`src/rtl/hazard_pkg.sv`:
```
// Shared types and constants for the pipeline hazard controller.
package hazard_pkg;

  localparam int unsigned MAC_CNT_W = 3;
  localparam int unsigned REG_W     = 5;

  localparam logic [REG_W-1:0] REG_ZERO = 5'd0;

  typedef enum logic [0:0] {
    RUN      = 1'b0,
    MAC_WAIT = 1'b1
  } hz_state_t;

endpackage

```
`src/rtl/load_use_detect.sv`:
```
// Combinational load-use hazard compare between the load in EX and the sources of ID.
module load_use_detect
  import hazard_pkg::*;
(
  input  logic             i_mem_read,
  input  logic [REG_W-1:0] i_ex_rt,
  input  logic [REG_W-1:0] i_id_rs,
  input  logic [REG_W-1:0] i_id_rt,
  input  logic             i_uses_rt,
  output logic             o_load_use
);

  logic w_rs_match;
  logic w_rt_match;
  logic w_dest_live;

  // A load into $zero never produces a value worth waiting for.
  assign w_dest_live = (i_ex_rt != REG_ZERO);
  assign w_rs_match  = (i_ex_rt == i_id_rs);
  assign w_rt_match  = i_uses_rt & (i_ex_rt == i_id_rt);
  assign o_load_use  = i_mem_read & w_dest_live & (w_rs_match | w_rt_match);

endmodule

```
`src/rtl/pipeline_hazard_ctrl.sv`:
```
// Stall/flush control for load-use and HI/LO multiply-accumulate hazards.
// Optional stall statistics counter enabled by defining HAZARD_STATS_EN.
module pipeline_hazard_ctrl
  import hazard_pkg::*;
#(
  parameter int unsigned MAC_CYCLES = 3  // legal range 2..7
) (
  input  logic                 Clk,
  input  logic                 Rst_n,
  input  logic                 ID_EX_MemRead,
  input  logic [REG_W-1:0]     ID_EX_Rt,
  input  logic [REG_W-1:0]     IF_ID_Rs,
  input  logic [REG_W-1:0]     IF_ID_Rt,
  input  logic                 ID_UsesRt,
  input  logic                 ID_Madd,
  input  logic                 ID_Msub,
  input  logic                 ID_HiLoRead,
  input  logic                 BranchTaken,
  output logic                 PCWrite,
  output logic                 IFIDWrite,
  output logic                 IFIDFlush,
  output logic                 IDEXBubble,
  output logic                 MacBusy,
  output logic                 MacAbort,
  output logic [MAC_CNT_W-1:0] MacCount
`ifdef HAZARD_STATS_EN
  ,
  output logic [15:0]          StallCount
`endif
);

  localparam logic [MAC_CNT_W-1:0] MAC_INIT = MAC_CNT_W'(MAC_CYCLES);

  hz_state_t              r_state;
  hz_state_t              w_next_state;
  logic [MAC_CNT_W-1:0]   r_count;
  logic [MAC_CNT_W-1:0]   w_next_count;
  logic                   w_load_use;
  logic                   w_mac_hazard;
  logic                   w_stall;
  logic                   w_mac_issue;
  logic                   w_mac_abort;

  load_use_detect u_load_use_detect (
    .i_mem_read (ID_EX_MemRead),
    .i_ex_rt    (ID_EX_Rt),
    .i_id_rs    (IF_ID_Rs),
    .i_id_rt    (IF_ID_Rt),
    .i_uses_rt  (ID_UsesRt),
    .o_load_use (w_load_use)
  );

  // Any HI/LO user in ID waits while a MAC is in flight; a taken branch overrides every stall.
  assign w_mac_hazard = (r_state == MAC_WAIT) & (ID_Madd | ID_Msub | ID_HiLoRead);
  assign w_stall      = (w_load_use | w_mac_hazard) & ~BranchTaken;
  assign w_mac_issue  = (ID_Madd | ID_Msub) & ~w_stall & ~BranchTaken;

  // State and counter advance with the pipeline registers on the falling edge.
  always_ff @(negedge Clk or negedge Rst_n) begin
    if (!Rst_n) begin
      r_state <= RUN;
      r_count <= '0;
    end else begin
      r_state <= w_next_state;
      r_count <= w_next_count;
    end
  end

  always_comb begin
    w_next_state = r_state;
    w_next_count = r_count;
    w_mac_abort  = 1'b0;
    case (r_state)
      RUN: begin
        w_next_count = '0;
        if (w_mac_issue) begin
          w_next_state = MAC_WAIT;
          w_next_count = MAC_INIT;
        end
      end
      MAC_WAIT: begin
        // Only a MAC still at its full count is younger than the branch and gets squashed.
        if (BranchTaken && (r_count == MAC_INIT)) begin
          w_mac_abort  = 1'b1;
          w_next_state = RUN;
          w_next_count = '0;
        end else if (r_count <= MAC_CNT_W'(1)) begin
          w_next_state = RUN;
          w_next_count = '0;
        end else begin
          w_next_count = r_count - MAC_CNT_W'(1);
        end
      end
      default: begin
        w_next_state = RUN;
        w_next_count = '0;
      end
    endcase
  end

  // Reset forces the safe pipeline controls regardless of the clock.
  assign PCWrite    = Rst_n & ~w_stall;
  assign IFIDWrite  = Rst_n & ~w_stall;
  assign IFIDFlush  = ~Rst_n | BranchTaken;
  assign IDEXBubble = ~Rst_n | w_stall | BranchTaken;
  assign MacBusy    = Rst_n & (r_state == MAC_WAIT);
  assign MacAbort   = Rst_n & w_mac_abort;
  assign MacCount   = r_count;

`ifdef HAZARD_STATS_EN
  logic [15:0] r_stall_count;

  // Saturating count of stalled cycles.
  always_ff @(negedge Clk or negedge Rst_n) begin
    if (!Rst_n) begin
      r_stall_count <= '0;
    end else if (w_stall && (r_stall_count != 16'hFFFF)) begin
      r_stall_count <= r_stall_count + 16'd1;
    end
  end

  assign StallCount = r_stall_count;
`endif

endmodule

```
`config.mk`:
```
export PLATFORM = sky130hd
export DESIGN_NAME = pipeline_hazard_ctrl
export DESIGN_NICKNAME = d
export VERILOG_FILES = /design/src/rtl/hazard_pkg.sv /design/src/rtl/load_use_detect.sv /design/src/rtl/pipeline_hazard_ctrl.sv
export SDC_FILE = /design/constraint.sdc
export NUM_CORES = 1
export LEC_CHECK = 0
export ABC_AREA = 1
export ABC_CLOCK_PERIOD_IN_PS = 1300
export CAP_MARGIN = 5
export CORE_MARGIN = 1
export CORE_UTILIZATION = 35
export DETAILED_ROUTE_END_ITERATION = 6
export HOLD_SLACK_MARGIN = 0.12
export PLACE_DENSITY = 0.76
export SYNTH_ARGS = -nofsm -noshare
export SYNTH_HDL_FRONTEND = slang
export SYNTH_SLANG_ARGS = --single-unit
export TNS_END_PERCENT = 20
```
`constraint.sdc`:
```
create_clock -name Clk -period 1.3 [get_ports Clk]
set_input_delay 0.195 -clock Clk [delete_from_list [all_inputs] [get_ports Clk]]
set_output_delay 0.195 -clock Clk [all_outputs]
set_load 0.03 [all_outputs]
```
Word-level counts from Yosys, hierarchy flattened
Cells that the tools add are included.
Widths: inputs -> output; s select.

operators by class
  muxes and demuxes = 10
  equality and inequality tests = 3
  bitwise gates (word level) = 21
  add/subtract/negate cells = 1
  order comparisons = 1
  reductions and logical operators = 2

operator list
  kind                 count
  $and 1x1->1          10
  $eq 5x5->1           2
  $or 1x1->1           7
  $mux 3               2
  $pmux 3 s2           1
  $mux 1               5
  $reduce_bool 5->1    1
  $not 1->1            4
  $eq 3x2->1 const B   1
  $le 3x1->1 const B   1
  $sub 3x1->3 const B  1
  $mux 2               1
  $pmux 1 s2           1
  $logic_and 1x1->1    1

word-level totals
  output and inout bits = 9
  word-level logic and storage cells = 40
  input bits = 23
  register bits = 4

Depth between registers and ports, before layout
  depth after elaboration = 11
  depth in mapped cells = 10
  mapped depth without buffers = 9

By module
A second synthesis with hierarchy kept.

second synthesis, totals
  cell total of the unflattened synthesis = 92
  area, all modules = 515.5 sq um

modules (own cells, without submodules)
  module                instances  cells each  sequential area each (sq um)  area an instance (sq um)
  pipeline_hazard_ctrl  1          40          100.1                         309.0
  load_use_detect       1          52          0.0                           206.4

==> summary.md <==
| Metric | Value |
|---|---|
| Run status | `finished, violations left` |
| Violated checks | `negative setup slack` |
| CP endpoint kind | `output pin` |
| Most frequent cells in the layout | `nand2_1, inv_1, clkdlybuf4s50_1` |
| Number of global-route vias before repair | `529` |
| Power density cells | `1234 nW/um^2` |
| CP Buf/Inv Count | `1` |
| Total wire length | `1.430 mm` |
| HPWL Detailed | `1.179 mm` |
| CP peak stage delay | `0.40 ns` |
| RePlAce Congestion | `0.8008` |
| Starting Density | `38.37%` |
| Fin. max-slew vios | `0` |
| # Max-Cap Violations | `0` |
| Initial DRC Count | `7` |
| Cell count after synthesis | `84` |
| Leakage | `0.0005478 uW` |
| First-pass GRT wire length | `2.063 mm` |
| Worst path arrival time | `1.85 ns` |
| FILL cells | `114` |
| CTS Hold Bufs | `0` |
| Synth Register Bits | `4` |
| Largest net degree at the start of global routing | `6` |
| Port Buffers | `31` |
| Cell family with most CP delay | `flip-flops` |
| Synth Area per Inst | `6.018 um^2` |
| CP Cell Sequence | `ha_1, nand3b_1, nor2_4, buf_6` |
| GR Overflow Total | `0` |
| Mapped Area | `a little over 500 um^2` |
| Hold crit path type | `flip-flop to flip-flop` |
| Yosys warning count | `0` |
| Worst-path fanout max | `2` |
| WHS | `0.5305 ns` |
| Peak VDD IR | `approximately 0.00076 V` |
| Worst-Margin Slew | `0.3333 ns` |
| Vias per cell | `4.596` |
| Nets@finish | `about 150` |
| CP required | `1.11 ns` |
| Area growth syn-to-layout | `88.37%` |
| CP startpoint kind | `flip-flop` |
| Die extent in x | `40.01 um` |
| Chip height | `40.01 um` |
| Met3 GRT Util | `under 10%` |
| Num CTS Buffers | `3` |
| Final hold violation count | `0` |
| Clock transition at path regs | `0.03 ns` |
| RSZ-0062 raised after global routing | `true` |
| Area of the core | `roughly 1300 um^2` |
| # setup viols final | `12` |
| Met2 GRT Util | `35.08%` |
| Die area | `~1600 um^2` |
| CTS tree | `yes` |
| Crit Path Category | `flip-flop to output pin` |
| Setup WS post-layout | `-0.7462 ns` |
| Routed via count | `648` |
| Clk_lat worst skew | `0.25 ns` |
| Clk_skew | `0.001056 ns` |
| Detail Route Antenna Nets | `0` |
| CTS Buffer Depth | `2` |
| Slew HR | `77.61%` |
| Met1 usage | `23.21%` |
| Router iterations before antenna repair | `3` |
| Fin Setup TNS | `-6.760 ns` |
| CTS Sinks | `4` |
| Diodes inserted | `0` |
| IO Count | `32` |
| Clock Root Buffer | `clkbuf_4` |
| Most Crowded Layer GR | `met2` |
| # H-tree levels | `1` |
| Share of cells above drive strength 1 | `between 20% and 30%` |
| Syn_nets | `110` |
| Commonest non-fill, non-tap cell in the layout | `nand2_1` |
| Row count | `13` |
| DRC violations left | `0` |
| Synth unique cells | `20` |
| Initial antenna violation count | `0` |
| Slowest cell on the critical path | `dfrtn_1` |
| Drt wl/cell | `10.14 um` |
| Total Power | `1175 uW` |
| GRT Total Usage | `about a fifth` |
| Sequential area share after synthesis | `19.80%` |
-- flip-flops by register name, summed over array words and instances, names as in the netlist --
register / count
MacCount: 3
r_state: 1
-- final timing paths --
path	slack [ns]	start	endpoint	cells after the start
worst max-delay path	-0.75	MacCount[1]$_DFF_NN0_	MacAbort	4
worst min-delay path	0.53	MacCount[0]$_DFF_NN0_	MacCount[0]$_DFF_NN0_	2
worst max register to register	0.05	MacCount[1]$_DFF_NN0_	r_state$_DFF_NN0_	6
worst min register to register	0.53	MacCount[0]$_DFF_NN0_	MacCount[0]$_DFF_NN0_	2
max in group asynchronous	0.29	Rst_n	MacCount[0]$_DFF_NN0_	2
min in group asynchronous	0.87	Rst_n	MacCount[1]$_DFF_NN0_	2
-- metal layers --
metal,wire (um),vias up
met5,0,-
met4,20,0
met3,34,2
met2,757,15
met1,618,286
li1,-,345
-- report_power, final --
group | switching [uW] | total [uW] | internal (uW)
Clock | 52.6 | 156 | 103
Sequential | 35.8 | 214 | 179
Combinational | 423 | 805 | 382
-- cell usage after synthesis (all sizes together) --
master  count  area [um^2]
ha          3        37.54
o21ai       3        22.52
dfrtn       4        100.1
inv        19        71.32
o31ai       1        21.27
buf         1        7.510
nor3        1        5.000
nand3       3        20.02
xnor2       2        17.52
o211ai      1        12.51
nand4       2        12.51
nand3b      1        7.510
nor2        9        33.78
a21oi       2        13.76
nand2      32        122.6
-- through the flow --
| stage | instances | setup WS (ns) | utilization (%) | area (um^2) |
|---|---|---|---|---|
| 2_1_floorplan | 84 | -0.7189 | - | 526.8 |
| 3_3_place_gp | 136 | -0.8555 | 66.38 | 874.6 |
| 3_5_place_dp | 136 | -0.8624 | 66.38 | 874.6 |
| 4_1_cts | 141 | -0.7267 | 70.66 | 930.9 |
| 5_1_grt | 141 | -0.8112 | 72.27 | 952.2 |
| 6_report | 141 | -0.7462 | 72.27 | 952.2 |
-- what timing repair did --
action                     CTS  global route
setup endpoints to repair   13            13
pin swaps                    3             2
cloned                       0             0
resized for setup           14             6
buffers inserted             2             0
-- worst register-to-register path: stages (launching register included) --
cell	delay (ns)
dfrtn_1	0.34
buf_4	0.14
inv_1	0.08
ha_1	0.15
a21oi_1	0.05
o211ai_2	0.24
nand2_1	0.09
-- cells by family (layout without fill, tap and decap cells) --
group	count (synthesis)	in the layout	share of synthesized area [%]
xor gates and xnor gates	2	2	3.466
DFF	4	4	19.80
AOI/OAI and AO/OA	7	7	13.86
and+or+nand+nor	48	48	39.85
buffers and inverters	20	62	15.59
adders and majority gates	3	3	7.427
-- cell type report --
cell class	instances	area (um^2)	share of cell area [%]
clock buffer	3	22.52	2.365
inverter	19	71.32	7.490
tap	15	18.77	1.971
multi-input combinational	60	354.1	37.19
sequential	4	100.1	10.51
timing repair buffer	40	385.4	40.47
No activity file was read; power rests on OpenSTA's default activity.
